--- src/rtl/fetch_pkg.sv ---
// fetch_pkg: shared types and constants for the instruction-fetch stage.
package fetch_pkg;

  typedef logic [31:0] data_t;
  typedef logic [31:0] instr_t;

  // addi x0, x0, 0 -- presented to decode whenever no real instruction is available
  localparam instr_t NOP_INSTR = 32'h0000_0013;

  typedef enum logic [1:0] {
    RUN   = 2'd0,
    WAIT  = 2'd1,
    FLUSH = 2'd2
  } fetch_state_t;

  typedef struct packed {
    data_t  pc;
    instr_t instr;
  } fetch_entry_t;

  // Force an address onto a word boundary
  function automatic data_t align_word(input data_t a);
    return a & 32'hFFFF_FFFC;
  endfunction

endpackage

--- src/rtl/fetch_if.sv ---
// fetch_if: instruction-memory request/response bus (req/gnt/rvalid).
interface fetch_if;
  import fetch_pkg::*;

  logic   req;
  data_t  addr;
  logic   gnt;
  logic   rvalid;
  instr_t rdata;

  modport master (output req, addr, input gnt, rvalid, rdata);
  modport slave  (input req, addr, output gnt, rvalid, rdata);
endinterface

--- src/rtl/fetch_fifo.sv ---
// fetch_fifo: small power-of-two FIFO of {pc, instr} entries with synchronous
// clear; clear wins over any same-cycle push/pop.
module fetch_fifo
  import fetch_pkg::*;
#(
  parameter int unsigned DEPTH = 2
) (
  input  logic                     clk,
  input  logic                     rst_n,
  input  logic                     clear_i,
  input  logic                     push_i,
  input  logic                     pop_i,
  input  fetch_entry_t             wdata_i,
  output logic [$clog2(DEPTH):0]   count_o,
  output fetch_entry_t             head_o
);

  localparam int unsigned AW = $clog2(DEPTH);
  localparam int unsigned CW = AW + 1;

  logic [AW-1:0] wptr_q;
  logic [AW-1:0] rptr_q;
  logic [CW-1:0] count_q;
  fetch_entry_t  mem_q [DEPTH];
  logic          do_push_s;
  logic          do_pop_s;

  assign do_pop_s  = pop_i & (count_q != '0);
  assign do_push_s = push_i & ((count_q < CW'(DEPTH)) | do_pop_s);

  // Pointer and occupancy bookkeeping
  always_ff @(posedge clk or negedge rst_n) begin
    if (!rst_n) begin
      wptr_q  <= '0;
      rptr_q  <= '0;
      count_q <= '0;
    end else if (clear_i) begin
      wptr_q  <= '0;
      rptr_q  <= '0;
      count_q <= '0;
    end else begin
      if (do_push_s) wptr_q <= wptr_q + AW'(1);
      if (do_pop_s)  rptr_q <= rptr_q + AW'(1);
      count_q <= count_q + CW'(do_push_s) - CW'(do_pop_s);
    end
  end

  // Entry storage; written only by an accepted, non-cleared push
  always_ff @(posedge clk or negedge rst_n) begin
    if (!rst_n) begin
      for (int i = 0; i < int'(DEPTH); i++) mem_q[i] <= '0;
    end else if (do_push_s && !clear_i) begin
      mem_q[wptr_q] <= wdata_i;
    end
  end

  assign count_o = count_q;
  assign head_o  = mem_q[rptr_q];

endmodule

--- src/rtl/fetch.sv ---
// fetch: instruction-fetch stage. Owns the PC, issues one-outstanding reads
// over fetch_if, buffers responses in fetch_fifo and presents {pc, instr} to
// decode. A pc_sel redirect flushes buffered and in-flight fetches.
// Optional macro FETCH_PERF_EN adds perf_fetched/perf_flushed counters.
module fetch
  import fetch_pkg::*;
#(
  parameter data_t       BOOT_ADDR = 32'h0000_0000,
  parameter int unsigned BUF_DEPTH = 2
) (
  input  logic    clk,
  input  logic    rst_n,
  input  logic    stall,
  input  logic    pc_sel,
  input  data_t   pc_bj,
  fetch_if.master imem,
  output logic    if_valid,
  output data_t   if_pc,
  output instr_t  if_instr
`ifdef FETCH_PERF_EN
  ,
  output logic [31:0] perf_fetched,
  output logic [31:0] perf_flushed
`endif
);

  localparam int unsigned CW = $clog2(BUF_DEPTH) + 1;

  fetch_state_t  state_q;
  data_t         fetch_pc_q;
  data_t         resp_pc_q;
  logic          req_q;
  logic          req_d;
  logic [CW-1:0] count_s;
  logic [CW-1:0] count_d;
  fetch_entry_t  head_s;
  fetch_entry_t  wentry_s;
  logic          gnt_s;
  logic          push_s;
  logic          pop_s;
  logic          run_next_s;

  assign gnt_s    = req_q & imem.gnt;
  assign if_valid = (count_s != '0);
  // Redirect cancels any same-cycle push or pop
  assign pop_s    = if_valid & ~stall & ~pc_sel;
  assign push_s   = (state_q == WAIT) & imem.rvalid & ~pc_sel;
  assign count_d  = pc_sel ? '0 : (count_s + CW'(push_s) - CW'(pop_s));
  // Will the FSM be in RUN (nothing outstanding) next cycle?
  assign run_next_s = (state_q == RUN) ? ~gnt_s : imem.rvalid;

  assign wentry_s.pc    = resp_pc_q;
  assign wentry_s.instr = imem.rdata;

  // Request issue: hold until granted, drop on redirect, otherwise issue
  // only when buffered plus outstanding words leave room in the FIFO
  always_comb begin
    req_d = 1'b0;
    if (pc_sel) begin
      req_d = 1'b0;
    end else if (req_q && !gnt_s) begin
      req_d = 1'b1;
    end else begin
      req_d = run_next_s && (count_d < CW'(BUF_DEPTH));
    end
  end

  // Fetch FSM with PC, response-PC and request registers
  always_ff @(posedge clk or negedge rst_n) begin
    if (!rst_n) begin
      state_q    <= RUN;
      fetch_pc_q <= BOOT_ADDR;
      resp_pc_q  <= '0;
      req_q      <= 1'b0;
    end else begin
      case (state_q)
        RUN: begin
          if (gnt_s) begin
            state_q   <= pc_sel ? FLUSH : WAIT;
            resp_pc_q <= fetch_pc_q;
          end
        end
        WAIT: begin
          if (imem.rvalid)  state_q <= RUN;
          else if (pc_sel)  state_q <= FLUSH;
        end
        FLUSH: begin
          if (imem.rvalid)  state_q <= RUN;
        end
        default: state_q <= RUN;
      endcase
      if (pc_sel)      fetch_pc_q <= align_word(pc_bj);
      else if (gnt_s)  fetch_pc_q <= fetch_pc_q + 32'd4;
      req_q <= req_d;
    end
  end

  fetch_fifo #(.DEPTH(BUF_DEPTH)) u_fifo (
    .clk     (clk),
    .rst_n   (rst_n),
    .clear_i (pc_sel),
    .push_i  (push_s),
    .pop_i   (pop_s),
    .wdata_i (wentry_s),
    .count_o (count_s),
    .head_o  (head_s)
  );

  assign imem.req  = req_q;
  assign imem.addr = fetch_pc_q;

  // Decode-facing outputs: FIFO head when valid, zero PC and NOP otherwise
  always_comb begin
    if_pc    = '0;
    if_instr = NOP_INSTR;
    if (if_valid) begin
      if_pc    = head_s.pc;
      if_instr = head_s.instr;
    end else begin
      if_pc    = '0;
      if_instr = NOP_INSTR;
    end
  end

`ifdef FETCH_PERF_EN
  logic [31:0] perf_fetched_q;
  logic [31:0] perf_flushed_q;

  // Count delivered instructions and instructions thrown away by redirects
  always_ff @(posedge clk or negedge rst_n) begin
    if (!rst_n) begin
      perf_fetched_q <= '0;
      perf_flushed_q <= '0;
    end else begin
      if (pop_s) perf_fetched_q <= perf_fetched_q + 32'd1;
      if (pc_sel) perf_flushed_q <= perf_flushed_q + 32'(count_s)
                                  + (((state_q == WAIT) || gnt_s) ? 32'd1 : 32'd0);
    end
  end

  assign perf_fetched = perf_fetched_q;
  assign perf_flushed = perf_flushed_q;
`endif

endmodule
--- src/flat_wrapper.sv ---
// flat-port wrapper written by rule: the top's interface ports become plain ports
module fetch_flat import fetch_pkg::*;
#(
  parameter data_t       BOOT_ADDR = 32'h0000_0000,
  parameter int unsigned BUF_DEPTH = 2
)
  (clk, rst_n, stall, pc_sel, pc_bj, if_valid, if_pc, if_instr, imem_req, imem_addr, imem_gnt, imem_rvalid, imem_rdata);
  fetch_if imem_i ();
  input  logic clk;
  input  logic rst_n;
  input  logic stall;
  input  logic pc_sel;
  input  data_t pc_bj;
  output logic if_valid;
  output data_t if_pc;
  output instr_t if_instr;
  output wire logic [$bits(imem_i.req)-1:0] imem_req;
  output wire logic [$bits(imem_i.addr)-1:0] imem_addr;
  input wire logic [$bits(imem_i.gnt)-1:0] imem_gnt;
  input wire logic [$bits(imem_i.rvalid)-1:0] imem_rvalid;
  input wire logic [$bits(imem_i.rdata)-1:0] imem_rdata;
  assign imem_req = imem_i.req;
  assign imem_addr = imem_i.addr;
  assign imem_i.gnt = imem_gnt;
  assign imem_i.rvalid = imem_rvalid;
  assign imem_i.rdata = imem_rdata;
  fetch #(.BOOT_ADDR(BOOT_ADDR), .BUF_DEPTH(BUF_DEPTH)) u_core (.clk(clk), .rst_n(rst_n), .stall(stall), .pc_sel(pc_sel), .pc_bj(pc_bj), .imem(imem_i), .if_valid(if_valid), .if_pc(if_pc), .if_instr(if_instr));
endmodule
--- config.mk ---
export PLATFORM = sky130hd
export DESIGN_NAME = fetch_flat
export DESIGN_NICKNAME = d
export VERILOG_FILES = /design/src/rtl/fetch_pkg.sv /design/src/rtl/fetch_if.sv /design/src/rtl/fetch_fifo.sv /design/src/rtl/fetch.sv /design/src/flat_wrapper.sv
export SDC_FILE = /design/constraint.sdc
export NUM_CORES = 1
export LEC_CHECK = 0
export ABC_AREA = 1
export BUFFER_PORTS_ARGS = -buffer_cell sky130_fd_sc_hd__buf_2
export CORE_UTILIZATION = 51
export CTS_CLUSTER_DIAMETER = 80
export DETAILED_ROUTE_END_ITERATION = 8
export PLACE_DENSITY = 0.79
export SLEW_MARGIN = 10
export SYNTH_ARGS = -nofsm -noshare
export SYNTH_HDL_FRONTEND = slang
export SYNTH_HIERARCHICAL = 1
export SYNTH_SLANG_ARGS = --single-unit
--- constraint.sdc ---
create_clock -name clk -period 3.37 [get_ports clk]
set_input_delay 0.674 -clock clk [delete_from_list [all_inputs] [get_ports clk]]
set_output_delay 0.674 -clock clk [all_outputs]
set_load 0.03 [all_outputs]
-- Yosys cells after proc, flatten, opt, wreduce, memory -nomap -nowiden
Index checks and enable logic that the tools add are counted.
- output and inout port bits: 98
- word-level logic and storage cells: 79
- bits of input ports: 70
- bits in registers: 199
- add/sub/neg operators: 7
- mux-type cells: 25
- equal/unequal tests: 5
- bitwise logic cells: 13
- order comparisons: 5
- reductions and logical operators: 13
- operators by type and width (kind ; number):
    $mux 64 ; 4
    $bwmux 128 ; 1
    $mux 32 ; 4
    $demux 64 s1 ; 1
    $add 32x3->32 const B ; 1
    $mux 2 ; 7
    $reduce_bool 2->1 ; 4
    $and 1x1->1 ; 7
    $mux 1 ; 7
    $pmux 2 s3 ; 1
    $add 2x1->2 ; 2
    $ge 2x2->1 const B ; 2
    $logic_and 1x1->1 ; 4
    $lt 2x2->1 const B ; 2
    $not 1->2 ; 2
    $sub 2x1->2 ; 2
    $ne 3x3->1 const B ; 1
    $not 1->1 ; 3
    $reduce_and 3->1 ; 1
    $add 1x1->1 const B ; 2
    $eq 2x1->1 const B ; 1
    $eq 2x2->1 const B ; 1
    $logic_not 1->1 ; 2
    $logic_not 2->1 ; 1
    other kinds (5) ; 5

-- Longest topological paths before layout
- word-level depth: 10
- gate-level depth with buffers: 13
- gate-level depth less buffers: 11

-- Hierarchy
The synthesis kept the hierarchy.
- by module, submodules not included (module ; instances ; area each (sq um) ; sequential area each (sq um) ; cells an instance):
    fetch_fifo ; 1 ; 6363.6 ; 3303.2 ; 810
    fetch ; 1 ; 4012.6 ; 1576.5 ; 600

-- Worst setup path before layout
No wires, ideal clock.
- path type: in2reg
- start point: in pc_sel
- end point: reg u_core.u_fifo.count_q[1] (netlist: u_core/u_fifo/count_o[1])
- cell stages on the path: 12
- setup slack: 0.902 ns
- setup time: 0.119 ns
- data arrival time: 2.349 ns
- buffers on the path: 3
- required time: 3.251 ns
- cell sequence: buf_2 > buf_2 > nor3_1 > inv_1 > nand2_2 > buf_4 > nand2_1 > ha_1 > inv_1 > ha_1 > a21oi_1 > nor2_1
- longest elaborated chain between the ends: 8
- elaborated cells on any way between the ends: 9
- those cells by class: add/sub (2); mux (1); bitwise (6)
- ends and longest elaborated chain (what ; RTL line ; text):
    from (decl) ; flat_wrapper.sv:12 ; input logic pc_sel;
    $not 1->1 * ; fetch.sv:46 ; assign pop_s = if_valid & ~stall & ~pc_sel;
    $and 1x1->1 * ; fetch.sv:46 ;
    net u_core.pop_s ; fetch.sv:40 ; logic pop_s;
    $and 1x1->1 * ; fetch_fifo.sv:28 ; assign do_pop_s = pop_i & (count_q != '0);
    $or 1x1->1 ; fetch_fifo.sv:29 ; assign do_push_s = push_i & ((count_q < CW'(DEPTH)) | do_pop_s);
    $and 1x1->1 ; fetch_fifo.sv:29 ;
    $add 2x1->2 ; fetch_fifo.sv:44 ; count_q <= count_q + CW'(do_push_s) - CW'(do_pop_s);
    $sub 2x1->2 * ; fetch_fifo.sv:44 ;
    $mux 2 * ; fetch_fifo.sv:37 ; end else if (clear_i) begin
    to (signal assigned) ; fetch_fifo.sv:44 ;
    to (decl) ; fetch_fifo.sv:23 ; logic [CW-1:0] count_q;
Mark *: on every way through the listed nets, which the timed path passes. The rest lies on a longest branch.
A chain may end at the register's enable or synchronous reset.

==> results.json <==
{
  "status": "finished, final reports clean",
  "cts_num_sinks": 195,
  "ctsRootBufferMaster": "clkbuf_16",
  "clockBufferDepth": 2,
  "drc": 0,
  "r2r_slack_ns": 0.98,
  "cts_hold_buf": 0,
  "fill_cells": 1796,
  "final_cell_mix": "621 x nand2_1, 194 x dfrtp_1, 162 x buf_2, 131 x nand4_1, 117 x inv_1",
  "fin_skew_ns": 0.01205,
  "post_dp_cell_area_sq_um": 11230,
  "period_share_pct": 88.26,
  "grt_max_degree": 81,
  "wl_um": 25950,
  "grt_first_pass_wirelength_um": 42480,
  "detail_route.vias_per_cell": 5.215,
  "cpPeakStageDelay_ns": 0.84,
  "slowest_stage": "dfrtp_2",
  "ir_drop_mv": 0.3010,
  "synth_cells": 1410,
  "num_rows": 51,
  "drt-pass1-iter-count": 5,
  "hpwl_um": 16700,
  "holdWs_ns": 0.2496,
  "setup_tns_ns": 0,
  "cap_violations": 0,
  "gp_congestion": 0.8939,
  "die_y_um": 144.6,
  "worst_setup_path_start_kind": "register",
  "ff_latch_area_sq_um": 4881,
  "io_buffers": 163,
  "ys_async_sr_fraction_pct": 100.0,
  "synth-edff-count": 0,
  "yosys_warnings": 6,
  "rsz0062_at_grt": "false",
  "fin_nets": 1600,
  "clkTransAtPathRegs_ns": 0.07,
  "dieArea_sq_um": 20920,
  "r2r.worst_path.cells": 7,
  "insertion_delay_ns": 0.43,
  "maxSlewViolCount": 0,
  "hold_path.class": "in2async",
  "dieWidth_um": 144.6,
  "r2r_end": "u_core/u_fifo/mem_q[37]",
  "cts_setup_buffers": 0,
  "r2r_start": "u_core/u_fifo/count_o[1]",
  "finalSetupViolCount": 0,
  "worstPathMaxFanout": 35,
  "drt_iter0_markers": 549,
  "avgSynthCellArea_sq_um": 7.359,
  "cp_cell_sequence": "buf_4 > nand2_1 > nand2_1 > inv_1 > nor2_1 > buf_2",
  "synth_area_sq_um": 10380,
  "final_cell_area_sq_um": 11820,
  "drive_gt1_share_pct": 16.37,
  "synth.top_cell.area_share_pct": 47.03,
  "first_global_vias": 8577,
  "criticalPathCategory": "reg2out",
  "required_ns": 2.70,
  "core_area_sq_um": 19720,
  "cts_tree": "done",
  "p_leak_nw": 6.431,
  "ctsResizeCount": 0,
  "gr-total-overflow": 0,
  "hold_viol": 0,
  "area_growth_pct": 13.90,
  "multiInputGateArea_sq_um": 4538,
  "wl_per_cell_um": 14.38,
  "relSlewSlack_pct": 43.49,
  "ys.flop_type": "dfrtp_1",
  "arrival_ns": 2.30,
  "initial_core_util_pct": 52.62,
  "seq_area_frac_synth_pct": 47.03,
  "final_common_cell": "nand2_1",
  "path_common_cell": "nand2_1",
  "route.vias.total": 9408,
  "max_freq_mhz": 336.2,
  "htree_levels": 4,
  "antenna_found_initial": 0,
  "p_per_area_nw_per_um2": 580.3,
  "fin_crit_ns": 2.974,
  "antenna_cells": 0,
  "ys_ff_latch": 195,
  "endpoint_kind": "output port",
  "io_pins": 168,
  "synth_cell_types": 35,
  "cts_buffers": 17,
  "yosysTopAreaCell": "dfrtp_1",
  "ant_nets": 0,
  "ys_top_cells_by_area": "dfrtp_1 47%, nand2_1 22%, nand4_1 7.9%",
  "grtUsageTotal_pct": 26.07,
  "worstMarginPinSlew_ns": 0.8464
}
[sequential cells by signal, summed over array words and instances, names as in the netlist]
name and cells:
u_core/u_fifo/wptr_q 1, u_core/u_fifo/mem_q 128, u_core/resp_pc_q 30, u_core/u_fifo/rptr_q 1, u_core/imem.req 1, u_core/state_q 2
u_core/imem.addr 30, u_core/u_fifo/count_o 2
[where the power goes]
group	internal [mW]	switching [mW]	total, mW
registers	2.87	0.406	3.28
clock network	1.13	0.899	2.03
logic	0.534	1.01	1.55
total	4.54	2.32	6.86
[worst max path at each step]
stage	slack (ns)	end	from
2_1_floorplan	0.90	u_core/u_fifo/count_o[1]	pc_sel
3_3_place_gp	0.84	if_instr[21]	u_core/u_fifo/rptr_q
3_5_place_dp	0.80	u_core/u_fifo/mem_q[37]	pc_sel
4_1_cts	0.38	if_instr[21]	u_core/u_fifo/rptr_q
5_1_grt	0.19	if_instr[21]	u_core/u_fifo/rptr_q
6_report	0.40	if_instr[21]	u_core/u_fifo/rptr_q
[cell families after synthesis]
| family | count (synthesis) | share of synthesized area, % |
|---|---|---|
| flops | 195 | 47.03 |
| other cells | 1 | 0.03614 |
| simple gates | 929 | 38.66 |
| xor+xnor | 9 | 0.7597 |
| buf+inv | 214 | 9.755 |
| compound gates | 58 | 3.280 |
| fa+ha+maj | 4 | 0.4824 |
[final cells by class]
| cell class | count | area share (%) |
|---|---|---|
| clock inverters | 12 | 1.217 |
| clock buffers | 20 | 3.779 |
| multi-input cells | 1006 | 38.40 |
| repair buffers | 184 | 8.628 |
| well taps | 265 | 2.805 |
| flip-flops and latches | 195 | 41.30 |
| inverters | 122 | 3.875 |
[critical path: cells and delay by family, from the launching register on]
family | cells | cell delay (ns)
and+or+nand+nor | 3 | 0.31
DFF | 1 | 0.84
buffers and inverters | 3 | 0.73
[through the flow]
| step | utilization, % | power [mW] | worst slack (ns) | std cells |
|---|---|---|---|---|
| global route | 59.94 | 7.321 | 0.1852 | 1804 |
| global placement | 56.95 | 4.788 | 0.8367 | 1772 |
| detailed placement | 56.95 | 4.853 | 0.8014 | 1772 |
| floorplan | - | 4.384 | 0.9024 | 1415 |
| finish | 59.94 | 6.858 | 0.3958 | 1804 |
| CTS | 59.94 | 6.900 | 0.3762 | 1804 |
[cell usage after synthesis (5+ instances only)]
master      n
nand2_1   621
dfrtp_1   195
nand4_1   131
inv_1     118
nor2_1     96
nand3_1    53
buf_2      50
buf_4      21
o21ai_0    21
o21ai_1    13
clkbuf_1   12
nor2_4     10
buf_6       9
xor2_1      8
a21oi_1     5
nor2_2      5
o21ai_2     5
[metal layers]
layer,share of wire [%],track usage [%]
met3,6.4,4.205
met5,0,0
met2,47,43.37
met1,45,35.30
met4,1.3,6.925
No activity file was read; power rests on OpenSTA's default activity.
